**src/rtl/cpu_sequencer_pkg.sv**
```systemverilog
// Shared definitions for the multi-cycle instruction sequencer:
// state encoding, opcode constants and datapath widths.
package cpu_sequencer_pkg;

  localparam int unsigned PC_W    = 8;
  localparam int unsigned INSTR_W = 16;

  typedef enum logic [2:0] {
    StIdle    = 3'd0,
    StFetch   = 3'd1,
    StDecode  = 3'd2,
    StExec    = 3'd3,
    StMem     = 3'd4,
    StWb      = 3'd5,
    StHalt    = 3'd6,
    StInvalid = 3'd7
  } state_e;

  localparam logic [3:0] OpLw   = 4'b0000;
  localparam logic [3:0] OpSw   = 4'b0001;
  localparam logic [3:0] OpBeq  = 4'b1011;
  localparam logic [3:0] OpBne  = 4'b1100;
  localparam logic [3:0] OpNop  = 4'b1110;
  localparam logic [3:0] OpHalt = 4'b1111;

  function automatic logic is_branch(logic [3:0] op);
    return (op == OpBeq) || (op == OpBne);
  endfunction

  function automatic logic is_mem_op(logic [3:0] op);
    return (op == OpLw) || (op == OpSw);
  endfunction

endpackage

```
**src/rtl/pc_next.sv**
```systemverilog
// Next-pc adder: pc + 1, plus the sign-extended branch offset when taken.
module pc_next
  import cpu_sequencer_pkg::*;
(
  input  logic [PC_W-1:0] pc_i,
  input  logic [PC_W-1:0] offset_i,
  input  logic            take_i,
  output logic [PC_W-1:0] next_pc_o
);

  // Offset is as wide as pc, so sign extension is the identity and the
  // modulo-256 wrap falls out of the truncating add.
  always_comb begin
    next_pc_o = pc_i + PC_W'(1) + (take_i ? offset_i : '0);
  end

endmodule

```
**src/rtl/cpu_sequencer.sv**
```systemverilog
// Multi-cycle control sequencer: fetch/decode/exec/mem/wb FSM with
// handshaked memories, gated write strobes and a retired-instruction counter.
module cpu_sequencer
  import cpu_sequencer_pkg::*;
(
  input  logic               clk,
  input  logic               rst_n,
  input  logic               start,
  output logic               imem_req,
  input  logic               imem_ack,
  input  logic [INSTR_W-1:0] instr,
  output logic [INSTR_W-1:0] ir,
  input  logic               dec_reg_write,
  input  logic               dec_mem_write,
  input  logic               dec_mem_to_reg,
  input  logic               branch_cond,
  output logic               dmem_req,
  input  logic               dmem_ack,
  output logic               reg_write_en,
  output logic               mem_write_en,
  output logic [PC_W-1:0]    pc,
  output logic [2:0]         state,
  output logic               halted,
  output logic [15:0]        instr_count
);

  state_e             state_q, state_d;
  logic [PC_W-1:0]    pc_q, pc_d, pc_inc;
  logic [INSTR_W-1:0] ir_q, ir_d;
  logic [15:0]        cnt_q, cnt_d, cnt_sat;
  logic [3:0]         opcode;
  logic               take;
  logic               retire;

  assign opcode  = ir_q[15:12];
  assign take    = (state_q == StExec) && is_branch(opcode) && branch_cond;
  assign cnt_sat = (cnt_q == 16'hFFFF) ? cnt_q : cnt_q + 16'd1;

  pc_next u_pc_next (
    .pc_i      (pc_q),
    .offset_i  (ir_q[7:0]),
    .take_i    (take),
    .next_pc_o (pc_inc)
  );

  always_comb begin
    state_d      = state_q;
    pc_d         = pc_q;
    ir_d         = ir_q;
    cnt_d        = cnt_q;
    retire       = 1'b0;
    imem_req     = 1'b0;
    dmem_req     = 1'b0;
    reg_write_en = 1'b0;
    mem_write_en = 1'b0;

    case (state_q)
      StIdle, StHalt: begin
        if (start) begin
          pc_d    = '0;
          cnt_d   = '0;
          state_d = StFetch;
        end
      end
      StFetch: begin
        imem_req = 1'b1;
        if (imem_ack) begin
          ir_d    = instr;
          state_d = StDecode;
        end
      end
      StDecode: begin
        if (opcode == OpHalt)     state_d = StHalt;
        else if (opcode == OpNop) retire  = 1'b1;
        else                      state_d = StExec;
      end
      StExec: begin
        if (is_branch(opcode))      retire  = 1'b1;
        else if (is_mem_op(opcode)) state_d = StMem;
        else                        state_d = StWb;
      end
      StMem: begin
        dmem_req     = 1'b1;
        mem_write_en = dec_mem_write;
        if (dmem_ack) begin
          if (dec_mem_to_reg) state_d = StWb;
          else                retire  = 1'b1;
        end
      end
      StWb: begin
        reg_write_en = dec_reg_write;
        retire       = 1'b1;
      end
      default: state_d = StIdle;
    endcase

    // pc_inc already includes any taken-branch offset.
    if (retire) begin
      pc_d    = pc_inc;
      cnt_d   = cnt_sat;
      state_d = StFetch;
    end
  end

  always_ff @(posedge clk or negedge rst_n) begin
    if (!rst_n) begin
      state_q <= StIdle;
      pc_q    <= '0;
      ir_q    <= '0;
      cnt_q   <= '0;
    end else begin
      state_q <= state_d;
      pc_q    <= pc_d;
      ir_q    <= ir_d;
      cnt_q   <= cnt_d;
    end
  end

  assign ir          = ir_q;
  assign pc          = pc_q;
  assign state       = state_q;
  assign halted      = (state_q == StHalt);
  assign instr_count = cnt_q;

endmodule

```
**config.mk**
```make
export PLATFORM = sky130hd
export DESIGN_NAME = cpu_sequencer
export DESIGN_NICKNAME = d
export VERILOG_FILES = /design/src/rtl/cpu_sequencer_pkg.sv /design/src/rtl/pc_next.sv /design/src/rtl/cpu_sequencer.sv
export SDC_FILE = /design/constraint.sdc
export NUM_CORES = 1
export LEC_CHECK = 0
export ABC_AREA = 1
export BUFFER_PORTS_ARGS = -buffer_cell sky130_fd_sc_hd__buf_2
export CORE_MARGIN = 8
export CORE_UTILIZATION = 29
export DETAILED_ROUTE_END_ITERATION = 16
export SLEW_MARGIN = 0
export SYNTH_ARGS = -nofsm -noshare
export SYNTH_HDL_FRONTEND = slang
export SYNTH_HIERARCHICAL = 1
export SYNTH_SLANG_ARGS = --single-unit
```
**constraint.sdc**
```tcl
create_clock -name clk -period 3.55 [get_ports clk]
set_input_delay 0.355 -clock clk [delete_from_list [all_inputs] [get_ports clk]]
set_output_delay 0.355 -clock clk [all_outputs]
set_load 0.01 [all_outputs]
```
# --- Yosys cells after proc, flatten, opt, wreduce, memory -nomap -nowiden ---
# Index checks and enable logic that the tools add are counted.
word_totals:
  register_bits: 43
  output_inout_bits: 48
classes:
  n_mux: 28
  n_reduce_logical: 13
  eq_ne: 20
  n_addsub: 3
ops:
  columns: ["cell", "count"]
  rows:
  - ["$mux 16", 4]
  - ["$mux 8", 4]
  - ["$mux 3", 8]
  - ["$pmux 3 s6", 1]
  - ["$add 16x1->16 const B", 1]
  - ["$eq 16x16->1 const B", 1]
  - ["$eq 4x4->1 const B", 4]
  - ["$ne 3x3->1 const B", 5]
  - ["$mux 1", 10]
  - ["$eq 3x3->1 const B", 3]
  - ["$add 8x1->8 const B", 1]
  - ["$add 8x8->8", 1]
  - ["$reduce_and 7->1", 1]
  - ["$eq 3x2->1 const B", 2]
  - ["$eq 4x1->1 const B", 1]
  - ["$logic_not 4->1", 1]
  - ["$ne 2x2->1 const B", 2]
  - ["$ne 4x4->1 const B", 1]
  - ["$pmux 1 s4", 1]
  - ["$reduce_and 2->1", 2]
  - ["$reduce_bool 2->1", 2]
  - ["$eq 3x1->1 const B", 1]
  - ["$logic_not 3->1", 1]
  - ["$reduce_and 3->1", 1]
  - ["3 further kinds", 5]

# --- Depth between registers and ports, before layout ---
depth:
  ltp_word: 7
  ltp_mapped: 18
  depth_no_buf: 17

# --- Cells and area by module ---
# The synthesis kept the hierarchy.
modules_own_cells:
  columns: ["module", "area_each_um2", "instances", "cells_each"]
  rows:
  - ["cpu_sequencer", 2354.8, 1, 299]
  - ["pc_next", 412.9, 1, 78]

# --- Least setup slack after synthesis ---
# OpenSTA, ideal clock, no wires.
synth_timing:
  path_type: "reg-to-reg"
  startpoint: "register state_q[2], in the netlist state[2]"
  endpoint: "register pc_q[6], in the netlist pc[6]"
  slack_ns: 1.235
  setup_time_ns: 0.117
  path_stages_with_launch: 18
  n_path_buf: 1
  period_less_slack_ns: 2.315
  arrival_ns: 2.198
  path_cell_list: "dfrtp_1 inv_2 nand2_2 nor2_2 nand3_1 nor2_1 buf_4 nand2_1 ha_1 fa_1 inv_1 nand2_1 nand2_1 nand3b_1 nand3_1 nand2_1 nand2_1 nand2_1"
synth_via:
  elab_chain_len: 6
  elab_cells_between_ends: 16
  cone_classes: "1 x add/sub; 5 x eq/ne; 3 x mux; 7 x reduce/logical"
synth_lines:
  columns: ["element", "line", "source"]
  rows:
  - ["from (decl)", "cpu_sequencer.sv:27", "state_e state_q, state_d;"]
  - ["from (signal assigned)", "cpu_sequencer.sv:107", "state_q <= StIdle;"]
  - ["from (signal assigned)", "cpu_sequencer.sv:112", "state_q <= state_d;"]
  - ["$eq 3x2->1", "cpu_sequencer.sv:36", "assign take = (state_q == StExec) && is_branch(opcode) && branch_cond;"]
  - ["$logic_and 1x1->1 (2 in a row)", "cpu_sequencer.sv:36", null]
  - ["net take", "cpu_sequencer.sv:32", "logic take;"]
  - ["$mux 8", "pc_next.sv:14", "next_pc_o = pc_i + PC_W'(1) + (take_i ? offset_i : '0);"]
  - ["$add 8x8->8", "pc_next.sv:14", null]
  - ["net pc_inc[6]", "cpu_sequencer.sv:28", "logic [PC_W-1:0] pc_q, pc_d, pc_inc;"]
  - ["$mux 8", "cpu_sequencer.sv:98", "if (retire) begin"]
  - ["to (signal assigned)", "cpu_sequencer.sv:113", "pc_q <= pc_d;"]
  - ["to (decl)", "cpu_sequencer.sv:28", null]
# The timed path passes the listed nets, and every way through them passes these cells.
# A chain may end at the register's enable or synchronous reset.

# --- Worst setup path in the final report ---
# Same ends and word-level chain as after synthesis.

==> results.md <==
- The area of the mapped netlist is 0.00277 mm2.
- The number of enable flip-flop cells after synthesis is 0.
- The switching share of total power is 42.5%.
- The buffer count from post-CTS setup fixing is 0.
- In this run the worst path has a maximum fanout of 9.
- In this run the deepest clock path goes through 2 buffers.
- For this run, global-route usage on met3 was measured as 2.59%.
- The clock tree synthesis step divided the H-tree into 2 levels.
- The number of buffers added by the clock tree synthesis step is 5.
- The type of the worst min-delay path is primary input to async pin.
- IR analysis of the VDD net gives a maximum drop of 316 uV.
- Across every metal layer, demand over resource in global routing totals 11.5%.
- The number of clock sinks is 43.
- After global routing, the most crowded layer is met2.
- The pin count of the biggest net entering global routing is 44.
- The number of design rule violations left after detail routing is 0.
- The most instantiated library cell after synthesis is nand2_1.
- Walking the worst path, the cells encountered are inv_2 > nand2_2 > nor2_2 > nand3_1 > nor2_1 > nand2_1 > ha_1 > fa_1 > inv_1 > nand2_1 > nand2_1 > nand3b_1 > nand3_1 > nand2_1 > nand2_1 > nand2_1.
- Power spread over the standard cell area amounts to slightly above 600 mW/mm2.
- The count of fill cells added during filler insertion is 1006.
- Setup repair after global routing left no endpoint under its margin.
- Measured along the x axis, the die boundary spans roughly 110 um.
- The number of warnings printed during yosys synthesis is 6.
- In the final timing run, aggregate negative setup slack is 0 ps.
- The global-route wire length before repair is 12300 um.
- For this design the top-level I/O count stands at 73.
- The clock edge transition at the registers on the reported setup and hold paths is 90 ps.
- The final worst slack is 681 ps.
- The run finished with clean final reports.
- The clock tree from TritonCTS is yes.
- The post-detailed-route wirelength per cell is between 10 and 15 um.
- The count of final hold-check violations is 0.
- Counting every net in the synthesized netlist gives 411.
- Of all cell types, the one taking the most synthesized area is dfrtp_1.
- For the worst-skew pair, the clock arrives at the later sink with an insertion delay of 290 ps.
- The routed design has 7260 um of wire.
- In this run the tightest slew margin relative to its limit is 32.5%.
- The share of the Yosys chip area taken by registers is 38.9%.
- At the worst endpoint, the required time is 3740 ps.
- The final critical delay including setup and external delays is 2870 ps.
- The largest single stage delay on the critical path is around 520 ps.
- The synthesized design devotes to its leading area cell type 38.9% of total area.
- After the last flow step, the layout net total stands at 482.
- For the pin with the worst max-slew slack, the measured transition is 1010 ps.
- Ranked by total cell area, the synthesized netlist is headed by dfrtp_1 (39%), nand2_1 (18%), nand3_1 (5.1%).
- For met2 alone, demand over resource in global routing was roughly a fifth.
- The detailed placement HPWL is between 5000 and 6000 um.
- The number of vias after detailed routing is about 2600.
- The proportion of register bits with asynchronous set or reset after synthesis is 100%.
- The share of layout cells above drive strength 1 is between 20% and 30%.
- The number of global-route vias before repair is approximately 2600.
- The commonest register cell after synthesis is dfrtp_1.
- The number of routed nets with antenna violations is 0.
- Ranked by instance count, the synthesized netlist is headed by nand2_1 (133), dfrtp_1 (43), nor2_1 (37).
- The number of gates resized after CTS was 0.
- The clock tree skew after final layout is 5.86 ps.
- The sum of overflow across all layers after global routing is 0.
- The cell count after synthesis came out at 377.
- The number of antenna diodes in the final layout is 0.
- The global routing usage on met1 is around 14%.
- The critical path class is flip-flop to flip-flop.
- Before antenna repair, the detailed router went through 5 iterations.
- The area of the placeable core is ~0.0092 mm2.
- The flip-flop and latch count after synthesis is 43.
- The max-cap check violation count is 0.
- In this run the power spent charging and discharging nets is 863 uW.
- The number of standard-cell rows in the floorplan is 35.
- The initial utilization of the core area, before any placement, comes to 30.0%.
- The final estimated routing congestion in global placement is 0.838.
- The cell at the slowest stage of the critical path is nor2_1.
- Of the total power, the clock network draws approximately 20%.
- STA classifies the critical path endpoint as a flip-flop.
- The critical path data arrival time is 3060 ps.
- The layout-stage area growth over the synthesis result is 21.0%.
- The kind of start point of the critical path is a flip-flop.
- Internal power comes to 1170 uW.
- The count of unique library cells instantiated by Yosys is 31.
- The share of the clock period used by the worst path is 80.8%.
- In this run, post-CTS hold repair placed 0 buffers.
- The floorplan step set the die height to approximately 110 um.
- During placement, the flow inserted port buffers numbering 72.
- Combinational logic burns about 43% of the power.
- The cell at the root of the clock tree is clkbuf_8.
- OpenSTA, run right after detailed placement, puts the worst setup slack at 697 ps.
- The total of endpoints with negative setup slack in the final report is 0.
- For this design the static power due to leakage is 0.00185 uW.
- After detailed routing, the number of vias per cell comes to approximately 4.4.
- The most frequent cell on the critical path is nand2_1.
- The die footprint is 0.0129 mm2.
- The maximum clock rate is 349 MHz.
- The number of antenna violations at the first check in global routing is 0.
- The initial DRC count is 140.
- The average cell area after synthesis is 7.34 um2.
- The final-report max-slew violation count is 0.
- Of the total power, registers draw between 30 and 40%.
cell usage in the layout (no fill, tap or decap), types with 2 or more instances in the layout:
cell,n
nand3_1,28
nor2_4,2
nand3b_1,5
nand4_1,11
inv_2,7
nand2_2,7
inv_1,33
clkbuf_8,6
ha_1,8
nor2_2,5
mux2_1,12
xor2_1,5
xnor2_1,4
o21ai_0,5
nor3b_1,2
nor2_1,37
nor3_1,3
or2_1,2
a21oi_1,9
dfrtp_1,43
nand2_1,133
buf_2,72
path summary, 6_finish.rpt:
| check | cells after the start | slack (ps) | to | from |
|---|---|---|---|---|
| hold reg to reg | 1 | 490 | ir[8] | ir[8] |
| setup reg to reg | 16 | 680 | pc[6] | state[2] |
| setup / recovery | 16 | 680 | pc[6] | state[2] |
| hold / removal | 1 | 230 | instr_count[2] | rst_n |
| max in group asynchronous | 1 | 2700 | ir[6] | rst_n |
| min in group clk | 2 | 270 | ir[5] | instr[5] |
layout make-up:
class                      instances  area, um2  area share [%]
timing repair buffer              72        360            10.8
clock inverter                     2       35.0            1.05
multi-input combinational        285       1480            44.2
tap                              129        161            4.82
clock buffer                       6       82.6            2.47
sequential                        43       1080            32.1
inverter                          41        154            4.60
cell families after synthesis:
logic type      Yosys count  synth area share [%]
fa+ha+maj                 9                  4.34
buf+inv                  49                  7.69
xor+xnor                  9                  2.85
flops                    43                  38.9
compound gates           16                  3.12
mux                      12                  4.88
simple gates            239                  38.2
sequential cells by signal (all words and copies together) (netlist names):
register	count
instr_count	16
ir	16
pc	8
state	3
worst max-delay path, delay by kind of cell, from the launching register on:
kind | cells | cell delay [ps]
fa+ha+maj | 2 | 650
buf+inv | 2 | 180
flops | 1 | 450
simple gates | 12 | 1470
through the flow:
step	utilization (%)	cells	power [uW]	instance area [um2]	hold slack (ps)
6_report	36.2	578	2030	3350	229
4_1_cts	36.2	578	2080	3350	253
5_1_grt	36.2	578	2210	3350	254
2_1_floorplan	-	377	1360	2770	59.4
3_3_place_gp	35.0	570	1640	3230	470
3_5_place_dp	35.0	570	1660	3230	479
power groups by stage:
stage / Clock (uW) / Sequential [uW] / Combinational (uW)
6_report: 403 / 757 / 873
5_1_grt: 439 / 781 / 988
4_1_cts: 422 / 758 / 897
3_5_place_dp: 0 / 768 / 894
3_3_place_gp: 0 / 757 / 884
2_1_floorplan: 0 / 807 / 549
metal layers:
metal,wire (um),up-vias
met5,0,-
met1,3400,1170
met4,68,0
li1,-,1332
met2,3470,57
met3,318,4
(Power assumes the default switching activity.)
